--- src/rtl/cordic_tanh_exp.sv ---
// Post-processing stage for a hyperbolic CORDIC: derives e^theta and e^-theta from cosh/sinh
// and computes tanh = sinh/cosh with a bit-serial restoring divider.
module cordic_tanh_exp #(
   parameter int W    = 16,
   parameter int FRAC = 14
) (
   input  logic         clk,
   input  logic         rst,
   input  logic [W-1:0] cosh,
   input  logic [W-1:0] sinh,
   input  logic         in_valid,
   output logic         in_ready,
   output logic [W-1:0] tanh,
   output logic [W-1:0] exp_pos,
   output logic [W-1:0] exp_neg,
   output logic         sat,
   output logic         err,
   output logic         out_valid,
   input  logic         out_ready
);

   localparam int CW = $clog2(W) + 1;
   localparam logic [CW-1:0] LAST = CW'(W - 1);
   localparam logic [W-1:0]  QMAX = {{(W-FRAC){1'b0}}, {FRAC{1'b1}}};

   typedef enum logic [1:0] {IDLE = 2'd0, DIV = 2'd1, DONE = 2'd2} state_t;

   state_t          state_q, state_d;
   logic [CW-1:0]   cnt_q;
   logic [W:0]      rem_q;
   logic [W-1:0]    dvd_q, quo_q, div_q;
   logic            neg_q, ovf_q;
   logic [W-1:0]    tanh_q, exp_pos_q, exp_neg_q;
   logic            sat_q, err_q;

   logic            accept_s, cos_pos_s, last_s, ge_s, big_s;
   logic [W:0]      sum_s, diff_s, pos_c_s, neg_c_s, rem_sh_s, rem_nx_s;
   logic [W-1:0]    mag_s, quo_nx_s, tmag_s, tres_s;
   logic [2*W-1:0]  dvd_full_s;

   // Returns {clamped, value}: W+1-bit sum squeezed into W bits.
   function automatic logic [W:0] clamp_fn(input logic [W:0] v);
      if (v[W] != v[W-1]) clamp_fn = {1'b1, v[W], {(W-1){~v[W]}}};
      else                clamp_fn = {1'b0, v[W-1:0]};
   endfunction

   // Accept-edge arithmetic and one restoring-division step.
   always_comb begin
      accept_s   = in_valid && (state_q == IDLE);
      cos_pos_s  = !cosh[W-1] && (cosh != {W{1'b0}});
      sum_s      = {cosh[W-1], cosh} + {sinh[W-1], sinh};
      diff_s     = {cosh[W-1], cosh} - {sinh[W-1], sinh};
      pos_c_s    = clamp_fn(sum_s);
      neg_c_s    = clamp_fn(diff_s);
      mag_s      = sinh[W-1] ? (~sinh + {{(W-1){1'b0}}, 1'b1}) : sinh;
      dvd_full_s = {{W{1'b0}}, mag_s} << FRAC;
      rem_sh_s   = {rem_q[W-1:0], dvd_q[W-1]};
      ge_s       = rem_sh_s >= {1'b0, div_q};
      rem_nx_s   = ge_s ? (rem_sh_s - {1'b0, div_q}) : rem_sh_s;
      quo_nx_s   = {quo_q[W-2:0], ge_s};
      last_s     = (cnt_q == LAST);
      big_s      = ovf_q || (quo_nx_s > QMAX);
      tmag_s     = big_s ? QMAX : quo_nx_s;
      tres_s     = neg_q ? (~tmag_s + {{(W-1){1'b0}}, 1'b1}) : tmag_s;
   end

   // State register.
   always_ff @(posedge clk or posedge rst) begin
      if (rst) state_q <= IDLE;
      else     state_q <= state_d;
   end

   // Next-state logic; a non-positive cosh skips the divider entirely.
   always_comb begin
      state_d = state_q;
      case (state_q)
         IDLE:    if (accept_s) state_d = cos_pos_s ? DIV : DONE;
                  else          state_d = IDLE;
         DIV:     if (last_s)   state_d = DONE;
                  else          state_d = DIV;
         DONE:    if (out_ready) state_d = IDLE;
                  else           state_d = DONE;
         default: state_d = IDLE;
      endcase
   end

   // Handshake outputs decoded from the state register.
   always_comb begin
      in_ready  = (state_q == IDLE) && !rst;
      out_valid = (state_q == DONE);
   end

   // Datapath: capture on accept, iterate in DIV, results held until the next accept.
   always_ff @(posedge clk or posedge rst) begin
      if (rst) begin
         cnt_q     <= {CW{1'b0}};
         rem_q     <= {(W+1){1'b0}};
         dvd_q     <= {W{1'b0}};
         quo_q     <= {W{1'b0}};
         div_q     <= {W{1'b0}};
         neg_q     <= 1'b0;
         ovf_q     <= 1'b0;
         tanh_q    <= {W{1'b0}};
         exp_pos_q <= {W{1'b0}};
         exp_neg_q <= {W{1'b0}};
         sat_q     <= 1'b0;
         err_q     <= 1'b0;
      end else if (accept_s) begin
         cnt_q     <= {CW{1'b0}};
         rem_q     <= {1'b0, dvd_full_s[2*W-1:W]};
         dvd_q     <= dvd_full_s[W-1:0];
         quo_q     <= {W{1'b0}};
         div_q     <= cosh;
         neg_q     <= sinh[W-1];
         ovf_q     <= dvd_full_s[2*W-1:W] >= cosh;
         tanh_q    <= {W{1'b0}};
         exp_pos_q <= pos_c_s[W-1:0];
         exp_neg_q <= neg_c_s[W-1:0];
         sat_q     <= pos_c_s[W] | neg_c_s[W];
         err_q     <= !cos_pos_s;
      end else if (state_q == DIV) begin
         cnt_q <= cnt_q + {{(CW-1){1'b0}}, 1'b1};
         rem_q <= rem_nx_s;
         dvd_q <= {dvd_q[W-2:0], 1'b0};
         quo_q <= quo_nx_s;
         if (last_s) begin
            tanh_q <= tres_s;
            sat_q  <= sat_q | big_s;
         end else begin
            tanh_q <= tanh_q;
            sat_q  <= sat_q;
         end
      end else begin
         cnt_q <= cnt_q;
      end
   end

   assign tanh    = tanh_q;
   assign exp_pos = exp_pos_q;
   assign exp_neg = exp_neg_q;
   assign sat     = sat_q;
   assign err     = err_q;

endmodule

--- config.mk ---
export PLATFORM = sky130hd
export DESIGN_NAME = cordic_tanh_exp
export DESIGN_NICKNAME = d
export VERILOG_FILES = /design/src/rtl/cordic_tanh_exp.sv
export SDC_FILE = /design/constraint.sdc
export NUM_CORES = 1
export LEC_CHECK = 0
export ABC_CLOCK_PERIOD_IN_PS = 3500
export CAP_MARGIN = 10
export CORE_MARGIN = 2
export CORE_UTILIZATION = 35
export CTS_BUF_LIST = sky130_fd_sc_hd__clkbuf_4
export CTS_CLUSTER_SIZE = 14
export DETAILED_ROUTE_END_ITERATION = 7
export HOLD_SLACK_MARGIN = 0.1
export SLEW_MARGIN = 20
export SYNTH_ARGS = -nofsm -noshare
export SYNTH_HDL_FRONTEND = slang
export SYNTH_SLANG_ARGS = --single-unit
export TNS_END_PERCENT = 20
--- constraint.sdc ---
create_clock -name clk -period 3.5 [get_ports clk]
set_input_delay 0.7 -clock clk [delete_from_list [all_inputs] [get_ports clk]]
set_output_delay 0.7 -clock clk [all_outputs]
set_load 0.01 [all_outputs]
==> impl_metrics.env, run 1 <==
export IMPL_status="finished, final reports clean"
export IMPL_finalWeightedCongestion=0.916
export IMPL_slew_headroom=0.438
export IMPL_synthCells=956
export IMPL_synth_edff_count=0
export IMPL_track_usage=0.186
export IMPL_fin_crit_ps=3480
export IMPL_fin_cells=1433
export IMPL_initial_core_util=0.357
export IMPL_leakagePower_nw=4.75
export IMPL_setup_tns_ps=0
export IMPL_io_pins=88
export IMPL_min_from="exp_neg[12]$_DFFE_PP0P_"
export IMPL_path_max_fanout=8
export IMPL_async_flop_share=1.00
export IMPL_clock_latency_ps=520
export IMPL_setup_violations=0
export IMPL_area_growth_pct=33.0
export IMPL_fin_crit_sh=0.994
export IMPL_clock_fmax_ghz=0.287
export IMPL_ys_top_cells_by_area="dfrtp_1 (35%), ha_1 (11%), o21ai_0 (6.7%)"
export IMPL_antenna_found_initial=1
export IMPL_first_pass_iters=5
export IMPL_drive_gt1_frac=0.181
export IMPL_drtIter0Drc=411
export IMPL_hold_viol=0
export IMPL_worstMarginPinSlew_ps=840
export IMPL_grt_overflow=0
export IMPL_h_tree_depth=3
export IMPL_ys_types=65
export IMPL_r2r_start="rem_q[13]$_DFFE_PP0P_"
export IMPL_grt_pass1_vias=7084
export IMPL_synth_seq_cells=108
export IMPL_dieArea_um2=23500
export IMPL_root_buffer="clkbuf_4"
export IMPL_numCtsBuffers=9
export IMPL_yosysWarningCount=0
export IMPL_fin_skew_ps=39.0
export IMPL_drv_slew=0
export IMPL_nNetsFinal=1256
export IMPL_drtAntennaViolNets=0
export IMPL_synth_top_cell_area_share=0.346
export IMPL_synth_area_leader_cell="dfrtp_1"
export IMPL_ir_worst_vdd_mv=0.358
export IMPL_arrival_ps=3920
export IMPL_die_x_um=153
export IMPL_vias_per_cell=5.20
export IMPL_synth_area_um2=7800
export IMPL_startpoint="sinh[9]"
export IMPL_criticalPathCategory="input pin to register"
export IMPL_drv_cap=0
export IMPL_clk_pin_slew_worst_paths_ps=190
export IMPL_cp_required_ps=3940
export IMPL_syn_nets=1065
export IMPL_grt_pass1_wl_um=35500
export IMPL_route_detailed_drc=0
export IMPL_grt_max_degree=62
export IMPL_port_buffers=87
export IMPL_dpl_cell_count=1406
export IMPL_synthFlopType="dfrtp_1"
export IMPL_cp_start_kind="input pin"
export IMPL_detailed_place_hpwl_um=17200
export IMPL_critPathCaptureType="register"
export IMPL_ys_seq_area_frac=0.346
export IMPL_coreArea_um2=21800
export IMPL_rows=54
export IMPL_num_fill_cells=2115
export IMPL_cts_buffer_depth=2
export IMPL_timing_hold_worst_class="register to register"
export IMPL_power_density_nw_per_um2=771
export IMPL_wl_um=22500
export IMPL_clkSinkCount=108
export IMPL_chipHeight_um=153
export IMPL_vias=7449
export IMPL_cts_tree="yes"
export IMPL_routedWlPerCell_um=15.7
export IMPL_avgSynthCellArea_um2=8.16
-- stage by stage --
step                      hold slack [ps]  power, mW  setup slack (ps)   util  instance area (um^2)
after floorplan                       449       5.54             -35.7      -                  7810
after global placement                463       7.08              -627  0.451                  9850
after detailed placement              461       7.15              -756  0.451                  9850
after CTS                             501       7.93              4.87  0.462                 10100
after global routing                  530       8.70             -31.7  0.476                 10400
final                                 499       8.00              20.7  0.476                 10400
-- flip-flops by register name, summed over array words and instances, names as in the netlist --
signal	cells
cnt_q	5
div_q	16
dvd_q	2
err	1
exp_neg	16
exp_pos	16
neg_q	1
ovf_q	1
quo_q	15
rem_q	16
sat	1
state_q	2
tanh	16
-- cell usage after synthesis (all sizes together), types with 3 or more instances --
| library cell | number |
|---|---|
| clkbuf | 38 |
| buf | 14 |
| xor2 | 13 |
| and2 | 3 |
| nor2 | 79 |
| o211ai | 6 |
| and3 | 6 |
| a41oi | 5 |
| a22oi | 10 |
| o41ai | 5 |
| a211o | 3 |
| nand3 | 13 |
| nand4 | 6 |
| a31oi | 11 |
| o22a | 3 |
| a21o | 12 |
| a221o | 5 |
| dfrtp | 108 |
| a211oi | 4 |
| o21bai | 7 |
| xnor2 | 41 |
| nor2b | 11 |
| o21a | 4 |
| nand2b | 12 |
| a22o | 4 |
| o21ai | 119 |
| ha | 70 |
| a21oi | 61 |
| mux2i | 4 |
| fa | 3 |
| o31ai | 15 |
| inv | 71 |
| nor3 | 20 |
| nand2 | 130 |
| nor4 | 12 |
-- cell usage in the layout (no fill, tap or decap), types with 5 or more instances in the layout --
cell type,netlist,layout
buf_4,1,142
nand2_1,130,129
dfrtp_1,108,108
o21ai_0,105,99
clkdlybuf4s50_1,0,82
nor2_1,77,75
inv_1,71,69
ha_1,70,63
a21oi_1,61,56
xnor2_1,41,39
o21ai_1,14,19
nor3_1,20,18
xor2_1,13,13
nand3_1,13,13
a21o_1,12,12
nand2b_1,12,11
nor4_1,11,11
o31ai_1,14,10
a22oi_1,10,10
a31oi_1,10,10
nor2b_1,11,9
clkbuf_4,0,9
ha_4,0,7
and3_1,6,6
nand4_1,6,6
o21bai_1,7,6
o211ai_1,6,6
a41oi_1,5,5
a221o_1,5,5
dlymetal6s2s_1,0,5
-- metal layers --
metal	track usage	part of all wire	up-vias
li1	-	-	3721
met1	0.257	0.48	3570
met2	0.305	0.46	136
met3	0.0255	0.036	22
met4	0.0485	0.016	0
met5	0	0	-
-- cells by family after synthesis --
| kind of cell | Yosys count | synth area share |
|---|---|---|
| xor gates and xnor gates | 54 | 0.0606 |
| DFF | 108 | 0.346 |
| buffers and inverters | 123 | 0.0611 |
| adders and majority gates | 73 | 0.120 |
| muxes | 4 | 0.00513 |
| AOI/OAI and AO/OA | 292 | 0.234 |
| and+or+nand+nor | 302 | 0.173 |
-- timing repair --
action                                  CTS  global route
hold buffers                              0             0
resized for setup                        11            43
endpoints found under the setup margin   28            31
setup buffers                             3             7
pin swaps                                 4            23
cloned                                    0             1
-- critical path, cell delays in order --
cell	delay (ps)
clkdlybuf4s50_1	530
inv_1	100
ha_4	240
a21o_1	200
a221o_1	400
o41ai_4	340
o21bai_1	140
a21oi_2	190
xnor2_2	120
ha_4	280
nand2_1	70
a31oi_4	220
buf_6	180
a31oi_1	50
o21ai_1	160
-- power breakdown --
part | total [mW] | switching [mW] | internal (mW)
Sequential | 2.13 | 0.383 | 1.75
Combinational | 5.13 | 2.86 | 2.27
Clock | 0.736 | 0.494 | 0.242
-- final cells by class --
class | count | area (um^2) | share of cell area
diodes | 1 | 2.50 | 0.000241
multi-input cells | 725 | 4890 | 0.471
well taps | 280 | 350 | 0.0338
flip-flops and latches | 108 | 2700 | 0.260
clock buffers | 9 | 67.6 | 0.00651
clock inverters | 7 | 100 | 0.00965
inverters | 71 | 270 | 0.0260
repair buffers | 232 | 1990 | 0.192
-- final timing paths --
check | end | slack (ps) | cells past startpoint
worst max-delay path | exp_neg[11]$_DFFE_PP0P_ | 20 | 15
worst min-delay path | exp_neg[12]$_DFFE_PP0P_ | 500 | 2
worst max register to register | tanh[10]$_DFFE_PP0P_ | 260 | 12
max in group asynchronous | state_q[1]$_DFF_PP0_ | 2220 | 3
worst min register to register | exp_neg[12]$_DFFE_PP0P_ | 500 | 2
min in group asynchronous | exp_pos[11]$_DFFE_PP0P_ | 580 | 2
Power figures use the tool's default switching activity.
==> run 2, diff against run 1 <==
CTS_BUF_LIST = sky130_fd_sc_hd__clkbuf_4 sky130_fd_sc_hd__clkbuf_8   (was sky130_fd_sc_hd__clkbuf_4)
==> impl_metrics.env, run 2 (synthesis gave the netlist of run 1 again) <==
export IMPL_timing_hold_worst_class="register to register"
export IMPL_drive_gt1_frac=0.194
export IMPL_p_int_mw=4.40
export IMPL_fin_hold_ws_ps=487
export IMPL_coreArea_um2=21800
export IMPL_grt_pass1_wl_um=36000
export IMPL_cts_buffer_depth=2
export IMPL_fin_area_um2=10600
export IMPL_route_detailed_drc=0
export IMPL_routedWlPerCell_um=15.9
export IMPL_drv_cap=0
export IMPL_chipHeight_um=153
export IMPL_path_cells="clkdlybuf4s50_1, ha_4, a21oi_4, a2111oi_2, buf_4, o41ai_4, o21bai_1, a21oi_2, xnor2_2, ha_1, buf_4, clkinvlp_4, a31o_4, o22a_1"
export IMPL_cp_start_kind="input pin"
export IMPL_clock_fmax_ghz=0.294
export IMPL_power_switching_share=0.461
export IMPL_fin_crit_sh=0.972
export IMPL_clk_pin_slew_worst_paths_ps=120
export IMPL_worstMarginPinSlew_ps=843
export IMPL_clock_latency_ps=410
export IMPL_cp_required_ps=3800
export IMPL_vias=7521
export IMPL_slew_headroom=0.436
export IMPL_layout_commonest_cell="buf_4"
export IMPL_hold_viol=0
export IMPL_grt_pass1_vias=7150
export IMPL_p_total_mw=8.17
export IMPL_initial_core_util=0.357
export IMPL_clockPowerShare=0.107
export IMPL_area_growth_pct=35.6
export IMPL_ir_worst_vdd_mv=0.363
export IMPL_path_common_cell="buf_4"
export IMPL_place_area_um2=9850
export IMPL_cts_tree="yes"
export IMPL_clkSinkCount=108
export IMPL_vias_per_cell=5.23
export IMPL_setup_tns_ps=0
export IMPL_setup_violations=0
export IMPL_h_tree_depth=3
export IMPL_first_pass_iters=5
export IMPL_critPathCaptureType="register"
export IMPL_drtAntennaViolNets=0
export IMPL_arrival_ps=3700
export IMPL_cp_slowest_stage_delay_ps=580
export IMPL_cpMaxStageDelayCell="clkdlybuf4s50_1"
export IMPL_power_frac_comb=0.632
export IMPL_grt_overflow=0
export IMPL_seqPwrFrac=0.262
export IMPL_dieArea_um2=23500
export IMPL_grt_max_degree=62
export IMPL_wl_um=22900
export IMPL_nNetsFinal=1262
export IMPL_antenna_found_initial=1
export IMPL_fin_crit_ps=3400
export IMPL_track_usage=0.189
export IMPL_drtIter0Drc=468
export IMPL_detailed_place_hpwl_um=17200
export IMPL_layout_common_cells="buf_4 (149), nand2_1 (129), dfrtp_1 (108), o21ai_0 (101), nor2_1 (75)"
export IMPL_power_density_nw_per_um2=773
export IMPL_fin_skew_ps=22.9
export IMPL_numCtsBuffers=9
export IMPL_criticalPathCategory="input pin to register"
export IMPL_port_buffers=87
export IMPL_root_buffer="clkbuf_8"
export IMPL_status="finished, final reports clean"
export IMPL_drv_slew=0
export IMPL_p_sw_mw=3.77
export IMPL_rows=54
export IMPL_die_x_um=153
export IMPL_r2r_slack_ps=270
export IMPL_io_pins=88
export IMPL_leakagePower_nw=4.93
export IMPL_finalWeightedCongestion=0.916
export IMPL_path_max_fanout=5
## run 2: changes by cell type in the layout (fill, tap and decap cells not counted), sizes merged
| cell | previous run | this run |
|---|---|---|
| dlygate4sd2 | 0 | 2 |
| buf | 145 | 151 |
| inv | 74 | 73 |
| dlymetal6s2s | 5 | 19 |
| clkinvlp | 1 | 2 |
| clkdlybuf4s50 | 82 | 66 |
## run 2: worst max-delay path, delay by kind of cell
kind	cells	cell delay [ps]
fa+ha+maj	2	540
xor+xnor	1	80
compound gates	7	1340
buf+inv	4	1030
## run 2: area by class of cell
type / instances / area [um^2]
Tap cell: 280 / 350
Antenna cell: 1 / 2.50
Clock inverter: 7 / 100
Inverter: 71 / 274
Sequential cell: 108 / 2700
Fill cell: 2082 / 11200
Timing Repair Buffer: 238 / 2070
Clock buffer: 9 / 124
Multi-Input combinational cell: 725 / 4960
## run 2: power groups by stage
| stage | logic [mW] | registers (mW) | clock network, mW |
|---|---|---|---|
| after CTS | 5.09 | 2.13 | 0.891 |
| final | 5.16 | 2.14 | 0.873 |
| after floorplan | 3.40 | 2.14 | 0 |
| after global routing | 5.73 | 2.20 | 0.936 |
| after detailed placement | 4.99 | 2.16 | 0 |
| after global placement | 4.93 | 2.15 | 0 |
## run 2: metrics by stage
stage | instances | worst slack (ps) | util
CTS | 1432 | -4.57 | 0.472
detailed placement | 1406 | -756 | 0.451
global route | 1438 | -3.22 | 0.485
finish | 1439 | 97.1 | 0.485
global placement | 1406 | -627 | 0.451
floorplan | 956 | -35.7 | -
## run 2: final timing paths
| check | start | end | depth (start not counted) |
|---|---|---|---|
| setup / recovery | cosh[5] | exp_neg[3]$_DFFE_PP0P_ | 14 |
| hold / removal | exp_neg[12]$_DFFE_PP0P_ | exp_neg[12]$_DFFE_PP0P_ | 2 |
| setup reg to reg | rem_q[13]$_DFFE_PP0P_ | tanh[10]$_DFFE_PP0P_ | 12 |
| hold reg to reg | exp_neg[12]$_DFFE_PP0P_ | exp_neg[12]$_DFFE_PP0P_ | 2 |
| max in group asynchronous | rst | quo_q[7]$_DFFE_PP0P_ | 3 |
| min in group asynchronous | rst | exp_pos[11]$_DFFE_PP0P_ | 2 |
## run 2: routing by layer
layer | GRT usage | wire (um)
met4 | 0.0560 | 485
met1 | 0.262 | 10900
met3 | 0.0258 | 841
met5 | 0 | 0
met2 | 0.306 | 10700
## run 2: repair_timing
| action | 4_1_cts | 5_1_grt |
|---|---|---|
| hold endpoints to repair | 0 | 0 |
| pin swaps | 16 | 23 |
| setup endpoints to repair | 32 | 31 |
| gates cloned | 1 | 0 |
| buffers inserted | 9 | 6 |
| hold buffers | 0 | 0 |
| gates resized for setup | 32 | 47 |
